### src/rtl/fetch_ctrl.sv
// Fetch front end: drives the instruction-memory PC and pairs each returned
// instruction with its PC for decode, with stall hold buffer and branch squash.
module fetch_ctrl #(
  parameter int unsigned WORD      = 32,
  parameter int unsigned INSTR_LEN = 32,
  parameter logic [WORD-1:0] RESET_PC = '0,
  parameter int unsigned PC_INC    = 4
) (
  input  logic                 clk,
  input  logic                 rst,
  input  logic                 stall,
  input  logic                 branch_taken,
  input  logic [WORD-1:0]      branch_target,
  input  logic [INSTR_LEN-1:0] instruction,
  output logic [WORD-1:0]      pc,
  output logic [WORD-1:0]      dec_pc,
  output logic [INSTR_LEN-1:0] dec_instr,
  output logic                 dec_valid
);

  logic [WORD-1:0]      r_pc;
  logic [WORD-1:0]      r_f_pc;
  logic                 r_f_valid;
  logic [INSTR_LEN-1:0] r_hold_instr;
  logic                 r_hold_valid;
  logic [WORD-1:0]      w_pc_next;

  assign w_pc_next = r_pc + WORD'(PC_INC);

  always_ff @(posedge clk or posedge rst) begin
    if (rst) begin
      r_pc         <= RESET_PC;
      r_f_pc       <= '0;
      r_f_valid    <= 1'b0;
      r_hold_instr <= '0;
      r_hold_valid <= 1'b0;
    end else if (branch_taken) begin
      // Redirect wins over stall; whatever is in flight is squashed.
      r_pc         <= branch_target;
      r_f_valid    <= 1'b0;
      r_hold_valid <= 1'b0;
    end else if (stall) begin
      // pc runs one ahead of f_pc, so the bus drifts after this edge: keep imem[f_pc].
      if (r_f_valid && !r_hold_valid) begin
        r_hold_instr <= instruction;
        r_hold_valid <= 1'b1;
      end
    end else begin
      r_f_pc       <= r_pc;
      r_f_valid    <= 1'b1;
      r_pc         <= w_pc_next;
      r_hold_valid <= 1'b0;
    end
  end

  assign pc        = r_pc;
  assign dec_pc    = r_f_pc;
  assign dec_valid = r_f_valid;

  always_comb begin
    dec_instr = '0;
    if (r_hold_valid)   dec_instr = r_hold_instr;
    else if (r_f_valid) dec_instr = instruction;
  end

endmodule

### config.mk
export PLATFORM = sky130hd
export DESIGN_NAME = fetch_ctrl
export DESIGN_NICKNAME = d
export VERILOG_FILES = /design/src/rtl/fetch_ctrl.sv
export SDC_FILE = /design/constraint.sdc
export NUM_CORES = 1
export LEC_CHECK = 0
export BUFFER_PORTS_ARGS = -buffer_cell sky130_fd_sc_hd__buf_2
export CAP_MARGIN = 20
export CORE_ASPECT_RATIO = 0.8
export CORE_MARGIN = 3
export CORE_UTILIZATION = 35
export DETAILED_ROUTE_END_ITERATION = 16
export GPL_TIMING_DRIVEN = 0
export PLACE_DENSITY_LB_ADDON = 0.3
export SYNTH_ARGS = -nofsm -noshare
export SYNTH_HDL_FRONTEND = slang
export SYNTH_SLANG_ARGS = --single-unit
### constraint.sdc
create_clock -name clk -period 4.7 [get_ports clk]
set_input_delay 0.235 -clock clk [delete_from_list [all_inputs] [get_ports clk]]
set_output_delay 0.235 -clock clk [all_outputs]
set_load 0.03 [all_outputs]
==> impl_metrics.toml <==
[logic_synthesis]
ys_warn_count = 0
synth_cell_type_count = 39
syn_avg_cell_area_um2 = 10.8
synthArstFlopShare = 1.00
synth.cell_area_um2 = 4680
ys_seq_area_frac = 0.524
ys.flop_type = "dfrtp_1"
syn_inst = 432
syn_nets = 501
synth-edff-count = 0
ys_seq_elements = 98

[placement]
dp.cells = 770
portBuffers = 162
place_area_um2 = 5740
place_congestion = 0.756
hpwl_um = 9130

[final_layout]
fin_util = 0.465
diodes = 0
area_growth_pct = 28.8
fillers = 1277
fin_nets = 676
drive_above_1_share = 0.394
fin_area_um2 = 6030
instances_no_fill = 787

[detailed_routing]
first_iter_violations = 163
num_vias = 3786
drtAntennaViolNets = 0
viasPerCell = 4.81
drtPass1Iterations = 4
drc = 0
wirelength_um = 12100
wl_per_cell_um = 15.4

[worst_setup_path]
cp_max_fo = 10
crit_arrival_ns = 1.98
crit_path_end_kind = "output pin"
critPathRequiredTime_ns = 4.47
cp-start-kind = "flop"
reg2reg_slack_ns = 2.80
path_class = "flop to output pin"

[floorplan]
ioPinCount = 165
rows = 37
fp.dieArea_um2 = 14800
die_w_um = 135
fp.coreArea_um2 = 13000
dieHeight_um = 109
initial_core_util = 0.361

[timing]
fin_crit_ns = 2.22
worst_pin_slew_ns = 0.548
skew_ns = 0.00764
max_freq_ghz = 0.451
max-slew-margin-rel = 0.635
maxSlewViolCount = 0
setup_tns_ns = 0
fin_crit_sh = 0.472
hold_violations = 0
finalSetupViolCount = 0
rsz0062_at_grt = "no"

[clock_tree]
hold_buffers = 1
cts_sinks = 98
clockBufferDepth = 2
cts_root_buf = "clkbuf_16"
postCtsSetupBuffers = 0
clkLatencyLatePin_ns = 0.34
clk_pin_slew_ns = 0.07
htreeDepth = 3
cts_tree = "built"
cts_resized = 0
cts_buffers = 9

[status]
status = "completed"

[flow_run]
drv_cap = 0

[power_and_ir_drop]
peakVddDrop_mv = 0.201
power_leakage_nw = 2.80
power.density_nw_per_um2 = 394
power.total_w = 0.00238

[global_route]
grt_pass1_vias = 3758
antenna_found_initial = 0
grt_max_degree = 70
grt-ovfl-total = 0
grt_pass1_wl_um = 19400
grt_usage = 0.165

[min_path]
min_path_type = "input port to flop"
## flip-flops by register name (all words and copies together) (netlist names)
| register | flops |
|---|---|
| dec_pc | 32 |
| r_hold_valid | 1 |
| pc | 32 |
| r_hold_instr | 32 |
| dec_valid | 1 |
## worst paths after layout
kind | startpoint | end | cells past startpoint
worst max register to register | pc[2]$_DFFE_PP0N_ | pc[28]$_DFFE_PP0N_ | 6
worst max-delay path | r_hold_valid$_DFFE_PP0P_ | dec_instr[12] | 5
min in group asynchronous | rst | dec_pc[1]$_DFFE_PP0P_ | 3
worst min-delay path | branch_target[6] | pc[6]$_DFFE_PP0N_ | 3
max in group asynchronous | rst | pc[4]$_DFFE_PP0N_ | 4
worst min register to register | r_hold_instr[24]$_DFFE_PP0P_ | r_hold_instr[24]$_DFFE_PP0P_ | 1
## cell usage in the layout (no fill, tap or decap), drive strengths merged, types with 2 or more instances in the layout
cell type	Yosys	layout
dfrtp	98	98
xor2	17	17
nor4b	2	2
clkbuf	15	25
mux2	69	69
nand4	11	11
xnor2	11	11
nand3	10	10
o21ai	58	58
and4	5	5
clkinvlp	0	4
inv	4	6
nor2	6	6
nand2	95	95
buf	13	176
nor3	2	2
and3	4	4
nor2b	2	2
## cells by family after synthesis
kind of cell	Yosys count	synth area share
flip-flops	98	0.524
adder cells (fa/ha/maj)	1	0.00267
XOR/XNOR	28	0.0524
multiplexers	70	0.168
AND/OR/NAND/NOR	143	0.156
buffers and inverters	32	0.0321
AO/OA/AOI/OAI	60	0.0652
## report_power, final
group	internal [W]	switching [W]	leakage, nW
registers	0.000989	0.000100	1.18
clock network	0.000365	0.000330	0.123
logic	0.000217	0.000377	1.50
## metrics by stage
| stage | hold slack (ns) | setup WS (ns) |
|---|---|---|
| 2_1_floorplan | 0.356 | 1.90 |
| 4_1_cts | 0.0877 | 2.42 |
| 3_5_place_dp | 0.267 | 2.80 |
| 3_3_place_gp | 0.443 | 0.679 |
| 6_report | 0.0983 | 2.48 |
| 5_1_grt | 0.103 | 2.23 |
## cell usage after synthesis, drive strengths merged (2+ instances only)
| library cell | count | area share |
|---|---|---|
| clkbuf | 15 | 0.012 |
| nor3 | 2 | 0.0032 |
| dfrtp | 98 | 0.52 |
| o21ai | 58 | 0.062 |
| xnor2 | 11 | 0.021 |
| and4 | 5 | 0.0099 |
| inv | 4 | 0.0032 |
| nand4 | 11 | 0.022 |
| nand2 | 95 | 0.076 |
| buf | 13 | 0.017 |
| nand3 | 10 | 0.011 |
| xor2 | 17 | 0.032 |
| mux2 | 69 | 0.17 |
| nor2b | 2 | 0.0032 |
| nor2 | 6 | 0.0048 |
| and3 | 4 | 0.0053 |
| nor4b | 2 | 0.0083 |
## metal layers
| metal | global-route usage | routed length, um | vias up |
|---|---|---|---|
| met5 | 0 | 0 | - |
| met1 | 0.234 | 5750 | 1842 |
| met4 | 0.0453 | 109 | 0 |
| li1 | - | - | 1829 |
| met2 | 0.260 | 5600 | 108 |
| met3 | 0.0297 | 668 | 7 |
## cell type report
cell class | count | area [um2] | share of cell area
clock buffer | 10 | 229 | 0.0380
sequential | 98 | 2450 | 0.407
inverter | 4 | 17.5 | 0.00290
clock inverter | 6 | 50.0 | 0.00830
buffer | 28 | 135 | 0.0224
tap | 175 | 219 | 0.0363
multi-input combinational | 302 | 2080 | 0.345
timing repair buffer | 164 | 848 | 0.141
## critical path: stages, from the launching register on
cell	delay, ns
dfrtp_1	0.41
clkbuf_1	0.39
clkbuf_1	0.40
nand2_1	0.09
o21ai_0	0.11
buf_2	0.24
No activity file was read; power rests on OpenSTA's default activity.
